--- src/rtl/data_pack.sv ---
// Repacks an LSB-first stream of IN_W-bit values into OUT_W-bit words with sop/eop
// framing, buffered in a small show-ahead FIFO drained through valid/ready.
module data_pack #(
  parameter int IN_W       = 7,
  parameter int OUT_W      = 32,
  parameter int FIFO_DEPTH = 4
) (
  input  logic             clk,
  input  logic             rst_n,
  input  logic             valid_in,
  input  logic [IN_W-1:0]  data_in,
  input  logic             sop_in,
  input  logic             eop_in,
  output logic             valid_out,
  output logic [OUT_W-1:0] data_out,
  output logic             sop_out,
  output logic             eop_out,
  input  logic             ready_in,
  output logic             overflow,
  output logic             pkt_err
);

  localparam int ACC_W = OUT_W + IN_W - 1;
  localparam int CNT_W = $clog2(OUT_W);
  localparam int SUM_W = $clog2(OUT_W + IN_W);
  localparam int PTR_W = $clog2(FIFO_DEPTH);
  localparam int ENT_W = OUT_W + 2;

  typedef enum logic [1:0] {IDLE, PACK, FLUSH} state_t;

  state_t             state_reg, state_next;
  logic [ACC_W-1:0]   acc_reg, acc_next;
  logic [CNT_W-1:0]   cnt_reg, cnt_next;
  logic               first_reg, first_next;
  logic               pkt_err_reg, pkt_err_next;

  logic               push, push_sop, push_eop;
  logic [OUT_W-1:0]   push_data;
  logic [OUT_W-1:0]   flush_mask;

  logic               do_pack, restart, first_eff;
  logic [ACC_W-1:0]   base_acc, packed_acc, new_acc;
  logic [CNT_W-1:0]   base_cnt, new_cnt;
  logic [SUM_W-1:0]   sum;

  // Keeps only the cnt valid residual bits of the flushed word.
  generate
    for (genvar gi = 0; gi < OUT_W; gi++) begin : g_mask
      assign flush_mask[gi] = (CNT_W'(gi) < cnt_reg);
    end
  endgenerate

  always_comb begin
    state_next   = state_reg;
    acc_next     = acc_reg;
    cnt_next     = cnt_reg;
    first_next   = first_reg;
    pkt_err_next = 1'b0;
    push         = 1'b0;
    push_data    = '0;
    push_sop     = 1'b0;
    push_eop     = 1'b0;
    do_pack      = 1'b0;
    restart      = 1'b0;
    new_acc      = '0;
    new_cnt      = '0;

    case (state_reg)
      IDLE: begin
        if (valid_in && sop_in) begin
          do_pack = 1'b1;
          restart = 1'b1;
        end
      end
      PACK: begin
        if (valid_in) begin
          do_pack      = 1'b1;
          restart      = sop_in;
          pkt_err_next = sop_in;
        end
      end
      FLUSH: begin
        push       = 1'b1;
        push_data  = acc_reg[OUT_W-1:0] & flush_mask;
        push_sop   = first_reg;
        push_eop   = 1'b1;
        acc_next   = '0;
        cnt_next   = '0;
        first_next = 1'b0;
        state_next = IDLE;
        if (valid_in && sop_in) begin
          do_pack = 1'b1;
          restart = 1'b1;
        end
      end
      default: state_next = IDLE;
    endcase

    // A new packet starts from a cleared accumulator; any partial word is dropped.
    base_acc   = restart ? '0 : acc_reg;
    base_cnt   = restart ? '0 : cnt_reg;
    first_eff  = restart | first_reg;
    packed_acc = base_acc | (ACC_W'(data_in) << base_cnt);
    sum        = SUM_W'(base_cnt) + SUM_W'(IN_W);

    if (do_pack) begin
      first_next = first_eff;
      // A value packed on a FLUSH cycle starts at bit 0, so it never completes a word.
      if (sum >= SUM_W'(OUT_W)) begin
        push       = 1'b1;
        push_data  = packed_acc[OUT_W-1:0];
        push_sop   = first_eff;
        first_next = 1'b0;
        new_acc    = packed_acc >> OUT_W;
        new_cnt    = CNT_W'(sum - SUM_W'(OUT_W));
      end else begin
        new_acc = packed_acc;
        new_cnt = CNT_W'(sum);
      end

      if (eop_in) begin
        if (new_cnt != '0) begin
          state_next = FLUSH;
          acc_next   = new_acc;
          cnt_next   = new_cnt;
        end else begin
          push_eop   = 1'b1;
          acc_next   = '0;
          cnt_next   = '0;
          first_next = 1'b0;
          state_next = IDLE;
        end
      end else begin
        state_next = PACK;
        acc_next   = new_acc;
        cnt_next   = new_cnt;
      end
    end
  end

  always_ff @(posedge clk or negedge rst_n) begin
    if (!rst_n) begin
      state_reg   <= IDLE;
      acc_reg     <= '0;
      cnt_reg     <= '0;
      first_reg   <= 1'b0;
      pkt_err_reg <= 1'b0;
    end else begin
      state_reg   <= state_next;
      acc_reg     <= acc_next;
      cnt_reg     <= cnt_next;
      first_reg   <= first_next;
      pkt_err_reg <= pkt_err_next;
    end
  end

  logic [ENT_W-1:0] mem [FIFO_DEPTH];
  logic [PTR_W-1:0] wr_ptr_reg, rd_ptr_reg;
  logic [PTR_W:0]   count_reg;
  logic             overflow_reg;
  logic             pop, full, wr_en;
  logic [ENT_W-1:0] head;

  assign full  = (count_reg == (PTR_W+1)'(FIFO_DEPTH));
  assign pop   = valid_out & ready_in;
  assign wr_en = push & (~full | pop);
  assign head  = mem[rd_ptr_reg];

  always_ff @(posedge clk) begin
    if (wr_en) mem[wr_ptr_reg] <= {push_sop, push_eop, push_data};
  end

  always_ff @(posedge clk or negedge rst_n) begin
    if (!rst_n) begin
      wr_ptr_reg   <= '0;
      rd_ptr_reg   <= '0;
      count_reg    <= '0;
      overflow_reg <= 1'b0;
    end else begin
      if (wr_en) wr_ptr_reg <= wr_ptr_reg + 1'b1;
      if (pop)   rd_ptr_reg <= rd_ptr_reg + 1'b1;
      if (wr_en && !pop)      count_reg <= count_reg + 1'b1;
      else if (!wr_en && pop) count_reg <= count_reg - 1'b1;
      if (push && full && !pop) overflow_reg <= 1'b1;
    end
  end

  // Head fields are gated so an empty FIFO (including under reset) presents zeros.
  assign valid_out = (count_reg != '0);
  assign data_out  = valid_out ? head[OUT_W-1:0] : '0;
  assign eop_out   = valid_out & head[OUT_W];
  assign sop_out   = valid_out & head[OUT_W+1];
  assign overflow  = overflow_reg;
  assign pkt_err   = pkt_err_reg;

endmodule

--- config.mk ---
export PLATFORM = sky130hd
export DESIGN_NAME = data_pack
export DESIGN_NICKNAME = d
export VERILOG_FILES = /design/src/rtl/data_pack.sv
export SDC_FILE = /design/constraint.sdc
export NUM_CORES = 1
export LEC_CHECK = 0
export BUFFER_PORTS_ARGS = -buffer_cell sky130_fd_sc_hd__clkbuf_2
export CELL_PAD_IN_SITES_DETAIL_PLACEMENT = 0
export CELL_PAD_IN_SITES_GLOBAL_PLACEMENT = 1
export CORE_MARGIN = 2
export CORE_UTILIZATION = 55
export CTS_CLUSTER_SIZE = 10
export DETAILED_ROUTE_END_ITERATION = 16
export PLACE_DENSITY_LB_ADDON = 0.1
export SKIP_LAST_GASP = 1
export SYNTH_ARGS = -nofsm -noshare
export SYNTH_HDL_FRONTEND = slang
export SYNTH_SLANG_ARGS = --single-unit
export TNS_END_PERCENT = 30
--- constraint.sdc ---
create_clock -name clk -period 6.18 [get_ports clk]
set_clock_uncertainty 0.2 [all_clocks]
set_input_delay 0.309 -clock clk [delete_from_list [all_inputs] [get_ports clk]]
set_output_delay 0.309 -clock clk [all_outputs]
set_load 0.03 [all_outputs]
### Yosys cells after proc, flatten, opt, wreduce, memory -nomap -nowiden

Memory sizes are Yosys's and may differ from the RTL's.
Cells that the tools add are included.

* input bits: 13
* memories: 1
* flip-flop bits (word level): 55
* word-level logic and storage cells: 122
* output and inout bits: 37
* RAM bits: 136

* $add $sub $neg: 6
* bitwise gates (word level): 9
* shift-type cells: 1
* equality and inequality tests: 4
* mux-type cells: 45
* reduce and logical (&&, ||, !) cells: 14
* magnitude comparators: 33

Memory list
* mem: words 4, width 34, rd ports 1, clocked after Yosys merged registers in 0, wr ports 1, line 157 `logic [ENT_W-1:0] mem [FIFO_DEPTH];`

Operators with widths (count)
* $mux W38: 6
* $mux W32: 4
* $lt A5 B5 Y1 const A: 16
* $lt A4 B5 Y1 const A: 8
* $or A38 B38 Y38: 1
* $shl A7 B5 Y38: 1
* $mux W5: 7
* $and A32 B32 Y32: 1
* $lt A3 B5 Y1 const A: 4
* $mux W1: 20
* $lt A1 B5 Y1 const A: 2
* $lt A2 B5 Y1 const A: 2
* $mux W2: 4
* $add A5 B3 Y6 const B: 1
* $ge A6 B6 Y1 const B: 1
* $mux W3: 2
* $logic_and A1 B1 Y1: 5
* $reduce_bool A5 Y1: 1
* $sub A5 B1 Y5 const B: 1
* $add A2 B1 Y2 const B: 2
* $and A1 B1 Y1: 4
* $pmux W1 S2: 2
* $reduce_bool A2 Y1: 2
* $reduce_or A2 Y1: 2
* 11 further kinds: 13

### Depth between registers and ports, before layout

Gate-level depths: netlist of run 1.

* depth in word-level cells: 13
* mapped depth: 12
* mapped depth without buffers: 10

### Worst setup path after synthesis of run 1

No wires, ideal clock.

* kind: register to register
* start: register state_reg[1]
* end: memory mem[0][0] in the netlist's numbering (enable)
* required time: 5.586 ns
* clock period less this slack: 2.722 ns
* setup slack: 3.458 ns
* library setup time: 0.394 ns
* stages on the path, launching flop included: 6
* path buffers: 1
* arrival: 2.128 ns
* cell sequence: dfrtp_1 and4bb_2 buf_4 nand2_1 a21oi_2 and2_1

* longest elaborated chain between the ends: 11
* elaborated cells on any way between the ends: 15
* those cells by class: 1 x add/sub; 1 x order compare; 2 x eq/ne; 8 x mux; 1 x bitwise; 2 x reduce/logical

RTL lines
* start: declaration: line 31 `state_t state_reg, state_next;`
* start signal: assignment: line 149 `state_reg <= state_next;`
* $eq A2 B2 Y1 / $logic_not A2 Y1 (equally long branches): line 68 `case (state_reg)`
* $reduce_or A2 Y1 (no source line)
* $pmux W1 S2: line 68
* $mux W5: line 101 `base_cnt = restart ? '0 : cnt_reg;`
* $add A5 B3 Y6: line 104 `sum = SUM_W'(base_cnt) + SUM_W'(IN_W);`
* $ge A6 B6 Y1: line 109 `if (sum >= SUM_W'(OUT_W)) begin`
* $mux W1: line 109
* $mux W1 *: line 106 `if (do_pack) begin`
* $and A1 B1 Y1 *: line 166 `assign wr_en = push & (~full | pop);`
* $mux W1 *: line 170 `if (wr_en) mem[wr_ptr_reg] <= {push_sop, push_eop, push_data};`
* $mux W1 (not written as such) *: line 170
* end: declaration: line 157

Mark *: on every way between the ends. The rest lies on a longest branch, timed or not.

### Final worst setup path of run 1

* start: register cnt_reg[1]
* end: register count_reg[2]

* longest elaborated chain between the ends: 9
* elaborated cells on any way between the ends: 11
* those cells by class: 1 x add/sub; 1 x order compare; 4 x mux; 1 x bitwise; 4 x reduce/logical

RTL lines
* start: declaration: line 33 `logic [CNT_W-1:0] cnt_reg, cnt_next;`
* start signal: assignment: line 151 `cnt_reg <= cnt_next;`
* $mux W5 *: line 101
* $add A5 B3 Y6 *: line 104
* $ge A6 B6 Y1 *: line 109
* $mux W1 *: line 109
* $mux W1 *: line 106
* $and A1 B1 Y1 *: line 166
* $logic_not A1 Y1: line 183 `else if (!wr_en && pop) count_reg <= count_reg - 1'b1;`
* $logic_and A1 B1 Y1: line 183
* $reduce_bool A2 Y1 (no source line)
* end signal: assignment: line 182 `if (wr_en && !pop) count_reg <= count_reg + 1'b1;`
* end signal: assignment: line 183
* end: declaration: line 159 `logic [PTR_W:0] count_reg;`

Marks and branches as above.
A chain may end at the register's enable or synchronous reset.

==> results of run 1 <==
## metrics by stage
stage / worst slack [ps] / std cells / hold slack [ps]
2_1_floorplan: 3458 / 672 / -186.6
3_3_place_gp: 2354 / 901 / 250.3
3_5_place_dp: 2205 / 901 / 253.1
4_1_cts: 2208 / 937 / 54.42
5_1_grt: 1869 / 937 / 101.2
6_report: 2167 / 937 / 75.84
## synth_stat cells, types with 4 or more instances
cell / number
nor2b_1: 6
o21a_1: 10
buf_6: 5
o21ai_0: 43
nor2_1: 35
nand3_1: 10
dfrtp_1: 55
a22o_1: 17
nor3_1: 8
nand2b_1: 6
buf_2: 19
a21boi_0: 8
o211ai_1: 7
a21oi_1: 32
mux2i_1: 9
mux4_2: 34
edfxtp_1: 136
clkbuf_1: 12
and2_1: 54
buf_4: 7
a31oi_1: 9
a21o_1: 4
xnor2_1: 4
ha_1: 6
inv_1: 13
nand2_1: 56
mux2_2: 5
a32o_1: 5
o22ai_1: 6
## critical path, stage by stage (launching register included)
cell and delay [ps]:
dfrtp_1 1080, o311a_1 400, nand2_1 590, a21oi_2 530, ha_1 270, inv_1 60
fa_1 370, xor2_1 150, nor2_1 130, xor2_1 160
## power groups by stage
stage,clock [µW],sequential (µW),combinational (µW)
after floorplan,0,1590,1330
after global placement,0,1650,1660
after detailed placement,0,1660,1670
after CTS,1060,1640,1680
after global routing,1110,1660,1800
final,1050,1640,1670
## path summary, 6_finish.rpt
check	slack, ps	start	to
min in group asynchronous	350	rst_n	count_reg[0]
max in group asynchronous	4930	rst_n	rd_ptr_reg[0]
hold / removal	80	data_in[6]	acc_reg[30]
setup / recovery	2170	cnt_reg[1]	count_reg[2]
hold reg to reg	270	acc_reg[11]	acc_reg[11]
setup reg to reg	2170	cnt_reg[1]	count_reg[2]
## routing by layer
layer / track usage / wire [µm] / up-vias
met4: 0.1099 / 805 / 0
li1: - / - / 2620
met5: 0 / 0 / -
met1: 0.3513 / 9005 / 2930
met3: 0.05671 / 1417 / 56
met2: 0.3921 / 9846 / 243
## kinds of logic (layout without fill, tap and decap cells)
kind of cell    after synthesis  in the layout  synth area share
compound gates              168            168            0.1258
xor+xnor                      6              6          0.005878
fa+ha+maj                     7              7           0.01064
buf+inv                      60            109           0.03625
flops                       191            191            0.6108
mux                          49             49            0.1037
simple gates                191            191            0.1069
## area by class of cell
class,count,area (µm²)
Clock buffer,18,429.2
Timing Repair Buffer,64,367.9
Inverter,13,48.80
Multi-Input combinational cell,421,3156
Fill cell,1258,6018
Tap cell,216,270.3
Clock inverter,14,133.9
Sequential cell,191,5461
## what timing repair did
action	in CTS	in global routing
endpoints found under the setup margin	0	0
hold buffers	4	0
resized for setup	0	0
endpoints found under the hold margin	59	0
==> run summary, run 1 <==
status = finished clean
Gate power share = 0.384
drt wl/cell = 22.49 µm
Synth area leaders = edfxtp_1 46%, dfrtp_1 15%, mux4_2 8.6%
hpwl dp = 13.30 mm
Clk Latency, worst-skew pair = 430 ps
syn_nets = 692
total grt overflow = 0
first-pass GRT wire length = 33.06 mm
# DRC = 0
H-tree depth = 4
CTS buffer count = 17
Slew HR = 0.2013
HP Class = input pin to flop
Finished Cell Area = 0.009867 mm²
Crit Path Max Fanout = 33
top cell type's share of synthesized area = 0.4568
GRT Total Usage = 0.2543
die area = 0.01729 mm²
GPL Wtd Cong = 0.9285
DRT antenna net count = 0
TNS Setup = 0 ps
EDFF count, synth = 136
mapped cell area = 0.008940 mm²
initial core utilization = 0.5628
fin crit share = 0.6493
mean post-synth cell area = 13.30 µm²
cell taking the most area after synthesis = edfxtp_1
Reg2Reg Depth = 9
initial antenna violation count = 0
max reg flops = 136
Max-Cap Viols = 0
most frequent cells in the layout = 136 x edfxtp_1, 56 x nand2_1, 54 x and2_1, 54 x dfrtp_1, 49 x clkbuf_2
initial drt markers = 583
Yosys reg bits = 191
number of global-route vias before repair = 5834
Rows = 46
WP data required = 6340 ps
Hold Crit Depth = 3
Final Hold Vio Count = 0
Clk pwr share = 0.240
fin nets = 728
Tot Pwr = 4357 µW
crit start category = flop
Synth async-reset ratio = 0.2880
measured slew at the worst slew-check pin = 1198 ps
NetSw = 1673 µW
main flop type after synthesis = edfxtp_1
DR pass1 iterations = 5
PwrDens = 441.6 mW/mm²
Final Util = 0.6211
yosys warns = 0
via total after detailed routing = 5849
worst vdd ir = 0.3098 mV
Sequential Power Share = 0.376
Netlist cell types = 61
internal power = 2685 µW
CTS tree = built
DP Area = 0.009264 mm²
core region area = 0.01589 mm²
Pleak = 0.003679 µW
deepest clock path buffer count = 2
Root Driver = clkbuf_16
fmax = 249.2 MHz
Port Buffers = 49
area grow syn2layout = 10.37%
unrepaired setup endpoints after global routing = no
# IOs = 50
register area share after synthesis = 0.6108
fin crit period = 4013 ps
CTS clock-pin slew for the worst setup and hold paths = 70 ps
final setup fails = 0
vias per cell = 6.242
layout cells sized above 1 = 0.1914
Vert. Die Dim = 131.5 µm
postcts setup bufs = 0
largest net degree at the start of global routing = 56
CP Capture Type = flop
WL final = 21.08 mm
Sinks on Clock Net = 191
Mapped Cells = 672
Ant. Diodes = 0
Sw Share = 0.3839
Slew Limit Fails = 0
commonest non-fill, non-tap cell in the layout = edfxtp_1
Arrival @ worst endpoint = 4170 ps
Die X = 131.5 µm
Crit Path Class = flop to flop
Note: power is estimated with default switching activity, not from simulation.
==> run 2: changes to the inputs <==
--- a/config.mk
+++ b/config.mk
@@ -5,11 +5,12 @@
 export SDC_FILE = /design/constraint.sdc
 export NUM_CORES = 1
 export LEC_CHECK = 0
+export ABC_AREA = 1
 export BUFFER_PORTS_ARGS = -buffer_cell sky130_fd_sc_hd__clkbuf_2
 export CELL_PAD_IN_SITES_DETAIL_PLACEMENT = 0
 export CELL_PAD_IN_SITES_GLOBAL_PLACEMENT = 1
 export CORE_MARGIN = 2
-export CORE_UTILIZATION = 55
+export CORE_UTILIZATION = 47
 export CTS_CLUSTER_SIZE = 10
 export DETAILED_ROUTE_END_ITERATION = 16
 export PLACE_DENSITY_LB_ADDON = 0.1
==> constraint.sdc (replaced) <==
create_clock -name clk -period 4 [get_ports clk]
set_clock_uncertainty 0.2 [all_clocks]
set_input_delay 0.2 -clock clk [delete_from_list [all_inputs] [get_ports clk]]
set_output_delay 0.2 -clock clk [all_outputs]
set_load 0.03 [all_outputs]
==> run 2 against run 1 <==
Effect of this change:
- sequential power rose by 62%
- sequential cell count did not move
- non-clock buffer count rose by 11
- via count rose by 27%
- combinational power rose by 120%
==> run summary, run 2 <==
Reg2Reg Depth = 7 (-2)
mapped cell area = 0.009393 mm² (+5.1%)
Ant. Diodes = 0 (unchanged)
setup ws final = 686.5 ps (-1481 ps)
Pleak = 0.004566 µW (+24%)
DRT antenna net count = 0 (unchanged)
Crit Path Max Fanout = 34 (+3.0%)
fmax = 301.8 MHz
Netlist cell types = 40 (-34%)
Crit Reg-Reg Endpoint = state_reg[1]
TNS Setup = 0 ps (unchanged)
Sinks on Clock Net = 191 (unchanged)
yosys warns = 0 (unchanged)
Final Hold Vio Count = 0 (unchanged)
measured slew at the worst slew-check pin = 975.0 ps (-223.1 ps)
fin crit period = 3314 ps
status = finished clean
unrepaired setup endpoints after global routing = no
CTS tree = built
drt wl/cell = 17.96 µm (-20%)
core region area = 0.01953 mm² (+23%)
met3 Use GR = 0.04295 (-0.01377)
HP Class = input pin to asynchronous set/reset pin
WP data required = 4110 ps (-2230 ps)
layout cells sized above 1 = 0.1188 (-0.07265)
via total after detailed routing = 7429 (+27%)
WL final = 24.88 mm (+18%)
cell taking the most area after synthesis = edfxtp_1
initial core utilization = 0.4810 (-0.08174)
Mapped Cells = 1073 (+60%)
fin crit share = 0.8284
area of the multi-input gates = 0.003505 mm² (+11%)
number of fill cells in the layout = 1841 (+46%)
commonest non-fill, non-tap cell in the layout = nand2_1
final setup fails = 0 (unchanged)
postcts setup bufs = 0 (unchanged)
Clk Latency, worst-skew pair = 430 ps (about the same)
fin nets = 1127 (+55%)
worst vdd ir = 0.5111 mV (+65%)
deepest clock path buffer count = 2 (unchanged)
most common cell in the netlist = nand2_1
H-tree depth = 4 (unchanged)
GPL Wtd Cong = 0.9542 (+2.8%)
Rows = 51 (+11%)
gr busiest metal = met2
initial antenna violation count = 1 (+1)
first-pass GRT wire length = 39.63 mm (+20%)
area grow syn2layout = 12.56%
syn_nets = 1093 (+58%)
pre-CTS setup slack = 930.7 ps (-1274 ps)
synth cell count leaders = 297 x nand2_1, 172 x nor2_1, 136 x edfxtp_1
Sequential Area = 0.005461 mm² (unchanged)
GR Util met1 = 0.3468 (-0.004572)
PwrDens = 760.2 mW/mm² (+72%)
EDFF count, synth = 136 (unchanged)
main flop type after synthesis = edfxtp_1
hpwl dp = 16.26 mm (+22%)
top cell type's share of synthesized area = 0.4348 (-0.02203)
CP endpoint = state_reg[1]
Root Driver = clkbuf_16
DP Area = 0.009881 mm² (+6.7%)
post-cts resize count = 0 (unchanged)
Slew Limit Fails = 0 (unchanged)
Yosys reg bits = 191 (unchanged)
# IOs = 50 (unchanged)
CTS buffer count = 17 (unchanged)
number of global-route vias before repair = 7021 (+20%)
Max-Cap Viols = 0 (unchanged)
CP Capture Type = flop
die area = 0.02113 mm² (+22%)
Vert. Die Dim = 145.4 µm (+11%)
GRT Total Usage = 0.2409 (-0.01345)
Reg2Reg Setup Slack = 720 ps (-1450 ps)
# DRC = 0 (unchanged)
cts hold-fix bufs = 7 (+3)
Synth area leaders = edfxtp_1 43%, dfrtp_1 15%, nand2_1 12%
DR pass1 iterations = 5 (unchanged)
total grt overflow = 0 (unchanged)
register area share after synthesis = 0.5813 (-0.02945)
crit start category = input pin
CTS clock-pin slew for the worst setup and hold paths = 70 ps (about the same)
max reg flops = 136 (unchanged)
initial drt markers = 477 (-18%)
Port Buffers = 49 (unchanged)
mean post-synth cell area = 8.754 µm² (-34%)
RR Startpoint = state_reg[0]
vias per cell = 5.364 (-14%)
Worst Setup SP = sop_in
Slew HR = 0.3500 (+0.1487)
most frequent cells in the layout = 297 x nand2_1, 166 x nor2_1, 136 x edfxtp_1, 95 x nand3_1, 81 x o21ai_0
Finished Cell Area = 0.01057 mm² (+7.2%)
met2 usage = 0.3791 (-0.01294)
Crit Path Class = input pin to flop
Die X = 145.4 µm (+11%)
Arrival @ worst endpoint = 3430 ps (-740 ps)
largest net degree at the start of global routing = 71 (+27%)
Synth async-reset ratio = 0.2880 (unchanged)
run 2: changes by cell type after synthesis, sizes merged, moves of 36 or more:
cell   previous run  this run
nand2            57       303
nor2             38       175
nand3            10        97
o21ai            45        99
and2             54         1
inv              13        49
run 2: logic make-up (layout without fill, tap and decap cells):
logic type,Yosys count,in the layout,synth area share
XOR/XNOR,5,5,0.004662
flip-flops,191,191,0.5813
buffers and inverters,112,159,0.04929
adder cells (fa/ha/maj),7,7,0.01012
multiplexers,1,1,0.001199
AND/OR/NAND/NOR,600,600,0.2639
AO/OA/AOI/OAI,157,157,0.08952
run 2: final cells by class:
cell class,count,share of cell area
Tap cell,265,0.03136
Clock inverter,14,0.01822
Timing Repair Buffer,75,0.04331
Multi-Input combinational cell,770,0.3315
Inverter,52,0.01846
Sequential cell,191,0.5166
Clock buffer,18,0.04059
run 2: worst min-delay path by stage:
| stage | endpoint | cells past startpoint |
|---|---|---|
| after floorplan | acc_reg[0] | 0 |
| after global placement | pkt_err | 1 |
| after detailed placement | pkt_err | 1 |
| after CTS | acc_reg[12] | 7 |
| after global routing | pkt_err | 2 |
| final | pkt_err | 2 |
run 2: critical path: stages:
cell           delay [ps]
dlygate4sd3_1         540
clkbuf_2              120
nand2_1               110
inv_2                  60
nand2_4               210
buf_4                 410
nand2_1               430
nor4_1                650
nor3_1                 90
dlygate4sd3_1         580
run 2: power breakdown:
group / total, µW / internal (µW) / switching (µW)
logic: 3630 / 980 / 2650
clock network: 1750 / 957 / 796
registers: 2650 / 2440 / 217
total: 8040 / 4370 / 3660
run 2: routing by layer:
layer	share of wire	vias up
met5	0	-
met4	0.015	0
met3	0.048	25
met2	0.47	199
met1	0.47	3533
li1	-	3672
run 2: stage by stage:
step / utilization / instances / hold slack [ps] / total power [µW]
floorplan: - / 1073 / -295.6 / 5262
global route: 0.5415 / 1385 / 296.2 / 8606
CTS: 0.5415 / 1385 / 215.9 / 8085
global placement: 0.5060 / 1346 / 166.4 / 6315
finish: 0.5415 / 1385 / 225.9 / 8037
detailed placement: 0.5060 / 1346 / 171.3 / 6312
